===== src/rtl/mult_pipe_n.sv =====
// mult_pipe_n
//   Elastic pipelined shift-add multiplier, W x W -> 2W bits. Stage k adds the
//   partial product for multiplier bit k-1, so one operand pair is accepted per
//   clock and the product leaves after W+1 register stages. Each transaction
//   carries its own unsigned/signed mode bit down the pipe.
// Ports
//   clk        in   clock, posedge
//   rst        in   asynchronous reset, active-high
//   in_valid   in   A/B/sgn hold a transaction
//   in_ready   out  transaction accepted this cycle when in_valid is high
//   A, B       in   multiplicand, multiplier (W bits)
//   sgn        in   1 = two's-complement operands, 0 = unsigned
//   out_valid  out  P holds a completed product
//   out_ready  in   downstream consumes P this cycle
//   P          out  product (2W bits)
module mult_pipe_n #(
  parameter int W = 4
) (
  input  logic           clk,
  input  logic           rst,
  input  logic           in_valid,
  output logic           in_ready,
  input  logic [W-1:0]   A,
  input  logic [W-1:0]   B,
  input  logic           sgn,
  output logic           out_valid,
  input  logic           out_ready,
  output logic [2*W-1:0] P
);

  // Operands are only needed up to stage W-1; stage W holds just the sum.
  logic [W-1:0]   r_a   [0:W-1];
  logic [W-1:0]   r_b   [0:W-1];
  logic           r_sgn [0:W-1];
  logic [2*W-1:0] r_acc [0:W];
  logic           r_vld [0:W];

  logic           w_en;
  logic [2*W-1:0] w_term [1:W];

  // A single global enable: the whole pipe freezes while a product waits.
  assign w_en      = !r_vld[W] || out_ready;
  assign in_ready  = w_en;
  assign out_valid = r_vld[W];
  assign P         = r_acc[W];

  // Shifted partial product for each stage. In signed mode A is sign-extended,
  // and the MSB of B carries negative weight (subtracted in the last stage).
  always_comb begin
    logic [2*W-1:0] v_ext;
    v_ext = '0;
    for (int k = 1; k <= W; k++) begin
      w_term[k] = '0;
    end
    for (int k = 1; k <= W; k++) begin
      if (r_sgn[k-1]) v_ext = {{W{r_a[k-1][W-1]}}, r_a[k-1]};
      else            v_ext = {{W{1'b0}}, r_a[k-1]};
      if (r_b[k-1][k-1]) w_term[k] = v_ext << (k - 1);
      else               w_term[k] = '0;
    end
  end

  always_ff @(posedge clk or posedge rst) begin
    if (rst) begin
      for (int k = 0; k < W; k++) begin
        r_a[k]   <= '0;
        r_b[k]   <= '0;
        r_sgn[k] <= 1'b0;
      end
      for (int k = 0; k <= W; k++) begin
        r_acc[k] <= '0;
        r_vld[k] <= 1'b0;
      end
    end else if (w_en) begin
      r_a[0]   <= A;
      r_b[0]   <= B;
      r_sgn[0] <= sgn;
      r_acc[0] <= '0;
      r_vld[0] <= in_valid;
      for (int k = 1; k < W; k++) begin
        r_a[k]   <= r_a[k-1];
        r_b[k]   <= r_b[k-1];
        r_sgn[k] <= r_sgn[k-1];
      end
      for (int k = 1; k <= W; k++) begin
        r_vld[k] <= r_vld[k-1];
        if (r_sgn[k-1] && (k == W)) r_acc[k] <= r_acc[k-1] - w_term[k];
        else                        r_acc[k] <= r_acc[k-1] + w_term[k];
      end
    end
  end

endmodule


===== config.mk =====
export PLATFORM = sky130hd
export DESIGN_NAME = mult_pipe_n
export DESIGN_NICKNAME = d
export VERILOG_FILES = /design/src/rtl/mult_pipe_n.sv
export SDC_FILE = /design/constraint.sdc
export NUM_CORES = 1
export LEC_CHECK = 0
export ABC_AREA = 1
export CORE_ASPECT_RATIO = 1.25
export CORE_MARGIN = 5
export CORE_UTILIZATION = 58
export DETAILED_ROUTE_END_ITERATION = 12
export PLACE_DENSITY = 0.79
export RECOVER_POWER = 50
export SETUP_SLACK_MARGIN = 0.02
export SLEW_MARGIN = 40
export SYNTH_ARGS = -nofsm -noshare
export SYNTH_HDL_FRONTEND = slang
export SYNTH_SLANG_ARGS = --single-unit

===== constraint.sdc =====
create_clock -name clk -period 2.9 [get_ports clk]
set_input_delay 0.58 -clock clk [delete_from_list [all_inputs] [get_ports clk]]
set_output_delay 0.58 -clock clk [all_outputs]
set_load 0.02 [all_outputs]

# [Word level (Yosys, flattened, before mapping)]
# Index checks and enable logic that the tools add are counted.
[classes] n_lt_le_gt_ge=0 mul=0 n_mux=9 bitwise=0 n_addsub=4 eq_ne=0 shift=0 n_div=0 reduce_logical=2
[ops] operator="$mux W8" count=6
[ops] operator="$add A8 B8 Y8" count=3
[ops] operator="$sub A8 B8 Y8" count=1
[ops] operator="$mux W7" count=1
[ops] operator="$mux W6" count=1
[ops] operator="$mux W5" count=1
[ops] operator="$logic_not A1 Y1" count=1
[ops] operator="$logic_or A1 B1 Y1" count=1
[word_totals] out_inout_bits=10 inputBits=13 mem_bits_rw=0 mem_count=0 rom_bits=0 ff_bits=73 latch_bits=0 elab_cells=36

# [Depth between registers and ports, before layout]
[logic_depth] depth_word=4 ltp_mapped=14 ltp_nobuf=14

# [Least setup slack after synthesis]
# OpenSTA, ideal clock, no wires.
[synth_timing] kind="reg-to-reg" from="register r_b[3] in the netlist's numbering" to="register r_acc (netlist bit P[7])" synth_period_minus_slack_ns=1.794 required_time_ns=2.783 stages_incl_launch_ff=14 setup_ns=0.117 setup_slack_ns=1.106 n_path_buf=0 arrival_time_ns=1.677 path_cell_list="dfrtp_1 nand2_1 ha_1 nor2_1 xor2_1 ha_1 nand2_1 inv_1 nand2_1 nand3_1 inv_1 nand2_1 nand3_1 nand2_1"
[synth_via] elab_chain_len=3 word_cells_on_any_way=4 cone_classes="add/sub: 2; mux: 2"
[synth_lines] item="start: declaration" line="33" source="logic [W-1:0] r_b [0:W-1];"
[synth_lines] item="start signal: indexed assignment" line="82" source="r_b[k] <= r_b[k-1];"
[synth_lines] item="$mux W8 *" line="58" source="if (r_b[k-1][k-1]) w_term[k] = v_ext << (k - 1);"
[synth_lines] item="$add A8 B8 Y8 or $sub A8 B8 Y8 (tied branches)" line="88, 87"
[synth_lines] item="$mux W8 *" line="87" source="if (r_sgn[k-1] && (k == W)) r_acc[k] <= r_acc[k-1] - w_term[k];"
[synth_lines] item="end signal: indexed assignment" line="87"
[synth_lines] item="end signal: indexed assignment" line="88" source="else r_acc[k] <= r_acc[k-1] + w_term[k];"
[synth_lines] item="end: declaration" line="35" source="logic [2*W-1:0] r_acc [0:W];"
# Every way passes the cells marked *; elsewhere a longest branch is shown, timed or not.
# A chain may end at the register's enable or synchronous reset.

# [Final worst setup path]
[layout_timing] from="input port out_ready" to="output port in_ready"
[layout_via] elab_chain_len=1
[layout_lines] item="start: declaration" line="27" source="input logic out_ready,"
[layout_lines] item="$logic_or A1 B1 Y1" line="42" source="assign w_en = !r_vld[W] || out_ready;"
[layout_lines] item="end: declaration" line="22" source="output logic in_ready,"
# Every way passes these cells.

==> out/results.txt <==
post-DR wirelength/cell -> 11.81 um
GR Util met2 -> 31.21%
drt via density -> 5.019
sequential-to-total area share from yosys stat -> 50.12%
depth of the most critical reg-to-reg path -> 13
DIE AREA -> 0.007104 mm^2
max incr delay on CP -> 0.54 ns
Hold Path Sink -> P[6]
outcome -> finished, final reports clean
hold depth -> 2
sequential share of power -> 39.8%
post-route ant nets -> 0
Crit path arrival time -> 1.99 ns
synthesized area -> 0.003196 mm^2
Vias -> 2359
met3 Track Usage GR -> 7.033%
total core area -> 0.005405 mm^2
LEAKAGE -> 1.932 nW
TritonCTS Buffers -> 9
f_max -> 0.3897 GHz
Reg clk slew, reported paths -> 0.06 ns
largest net degree at the start of global routing -> 67
# setup viols final -> 0
Die X -> 76.39 um
worst vdd ir -> 0.6382 mV
H-tree depth -> 3
design area -> 0.003536 mm^2
Worst path slowest cell -> clkdlybuf4s50_1
Fillers -> 459
met1 Resource Use GR -> 19.67%
R2R Path End -> P[7]
worst rel slew slack -> 30.16%
starting density of the core -> 59.12%
share of cells above drive strength 1 -> 5.665%
mean post-synth cell area -> 8.257 um^2
Slew Viols, Final -> 0
Hold Crit Class -> reg -> reg
RSZ-0062 raised after global routing -> no
combinational fraction of design power -> 42.3%
fin crit share -> 88.49%
kind of critical path -> in -> out
clk_lat worst skew -> 0.35 ns
Total GRT Usage -> 18.07%
synth unique cells -> 26
Setup Skew -> 0.005651 ns
number of global-route vias before repair -> 2422
CTS resizes -> 0
Most Used Layer, Global Route -> met2
worst hold slack -> 0.4768 ns
Internal -> 0.002269 W
routed wire length -> 5550 um
Sw Pwr -> 0.001549 W
final hold violations -> 0
first-pass GRT wire length -> 10210 um
WP data required -> 2.32 ns
number of register bits inferred by synthesis -> 64
clock share of power -> 17.8%
DRC viols -> 0
total power -> 0.003817 W
R2R Setup Slk -> 0.77 ns
Clock Root Buffer -> clkbuf_8
initial antenna violation count -> 0
Syn. warnings -> 0
total of max-cap violations -> 0
endpoint class of the critical path -> primary output
reg2reg start -> r_b[3]
detailed-router iteration count before antenna repair -> 4
n_diodes -> 0
post-route minimum period -> 2.566 ns
setup TNS -> 0 ns
DP HPWL -> 3751 um
Ports -> 23
critical path peak fanout -> 2
Mapped Cells -> 387
Rows -> 30
CTS tree -> yes
Layout Nets -> 432
Slew @ Worst Pin -> 1.048 ns
Sw Ratio -> 40.57%
height of the die -> 92.99 um
Setup Fix Bufs, Post-CTS -> 0
GRT overflow -> 0
Synth Net Count -> 417
HP Start -> P[6]
clock sinks -> 64
CTS Hold Bufs -> 0
Buffers on Ports -> 22
initial drt markers -> 128
pwr/cell area -> 1080 mW/mm^2
dpl cell area -> 0.003373 mm^2
Startpoint Class -> primary input
RePlAce Congestion -> 0.8152
clock buffer depth -> 2
area grow syn2layout -> 10.65%
critical path, cell by cell -> dlygate4sd3_1 > nor2_1 > inv_2 > clkdlybuf4s50_1
-- synth_stat cells --
library cell	instances	area [um^2]
clkbuf_1	1	3.750
o22ai_2	1	12.51
fa_1	2	40.04
o21ai_0	34	170.2
buf_2	3	15.01
xor2_1	3	26.28
buf_4	14	105.1
inv_2	1	3.750
nor2_1	11	41.29
nand3_1	16	80.08
a21oi_1	7	35.03
nand2_2	1	6.260
or2_2	1	6.260
o21ai_2	1	8.760
nand2_1	149	559.3
buf_6	3	33.78
ha_1	15	187.7
nand3_2	1	10.01
nor2_4	1	11.26
inv_1	47	176.4
nand4_1	1	6.260
o21ai_1	7	35.03
a21o_1	1	7.510
nor3_1	1	5.000
dfrtp_1	64	1602
o31ai_1	1	7.510
-- worst max path at each step --
stage                          from        to  slack (ns)  cells past startpoint
after floorplan                 rst      P[0]        0.72                      1
after global placement    out_ready  in_ready        0.52                      4
after detailed placement  out_ready  in_ready        0.53                      4
after global routing      out_ready  in_ready        0.27                      4
final                     out_ready  in_ready        0.33                      4
after CTS                 out_ready  in_ready        0.52                      4
-- sequential cells by signal, summed over array words and instances (netlist names) --
signal,count
out_valid,1
r_acc,21
r_vld,4
P,8
r_b,10
r_sgn,4
r_a,16
-- stage by stage --
stage	setup slack [ns]	utilization, %	instances
4_1_cts	0.5208	65.60	470
3_5_place_dp	0.5266	62.41	455
2_1_floorplan	0.7219	-	387
5_1_grt	0.2707	65.42	470
6_report	0.3337	65.42	470
3_3_place_gp	0.5239	62.41	455
-- cell families (layout without fill, tap and decap cells) --
kind of cell	Yosys count	after routing	share of synthesized area, %
xor gates and xnor gates	3	3	0.8224
AOI/OAI and AO/OA	52	52	8.653
buffers and inverters	69	88	10.57
DFF	64	64	50.12
adders and majority gates	17	17	7.126
and+or+nand+nor	182	182	22.71
-- cell usage in the layout, fill, tap and decap left out, types with 2 or more instances in the layout --
cell,Yosys,layout
a21oi_1,7,7
clkbuf_8,0,11
clkdlybuf4s50_1,0,20
clkinv_2,0,2
dfrtp_1,64,64
dlygate4sd3_1,0,2
fa_1,2,2
ha_1,15,15
inv_1,47,47
nand2_1,149,149
nand3_1,16,16
nor2_1,11,12
o21ai_0,34,36
o21ai_1,7,5
xor2_1,3,3
-- worst max-delay path, delay by kind of cell --
kind	cells	cell delay [ns]
buf+inv	3	1.13
simple gates	1	0.27
-- per-layer routing --
metal	up-vias	routed length [um]
li1	1222	-
met1	1086	2344
met2	39	2810
met3	12	284
met4	0	110
met5	-	0
-- power groups by stage --
stage / logic (W) / clock network, W / registers (W)
finish: 0.00162 / 0.000681 / 0.00152
global route: 0.00192 / 0.000747 / 0.00157
CTS: 0.00164 / 0.000695 / 0.00152
detailed placement: 0.00163 / 0 / 0.00154
global placement: 0.00156 / 0 / 0.00152
floorplan: 0.00136 / 0 / 0.00148
-- cell type report --
cell class	count	area, um^2	area share, %
inverter	48	180.2	5.096
clock inverter	3	17.52	0.4954
timing repair buffer	25	252.7	7.148
clock buffer	12	155.1	4.388
multi-input combinational	254	1249	35.32
sequential	64	1602	45.29
tap	64	80.08	2.265
(Power assumes the default switching activity.)
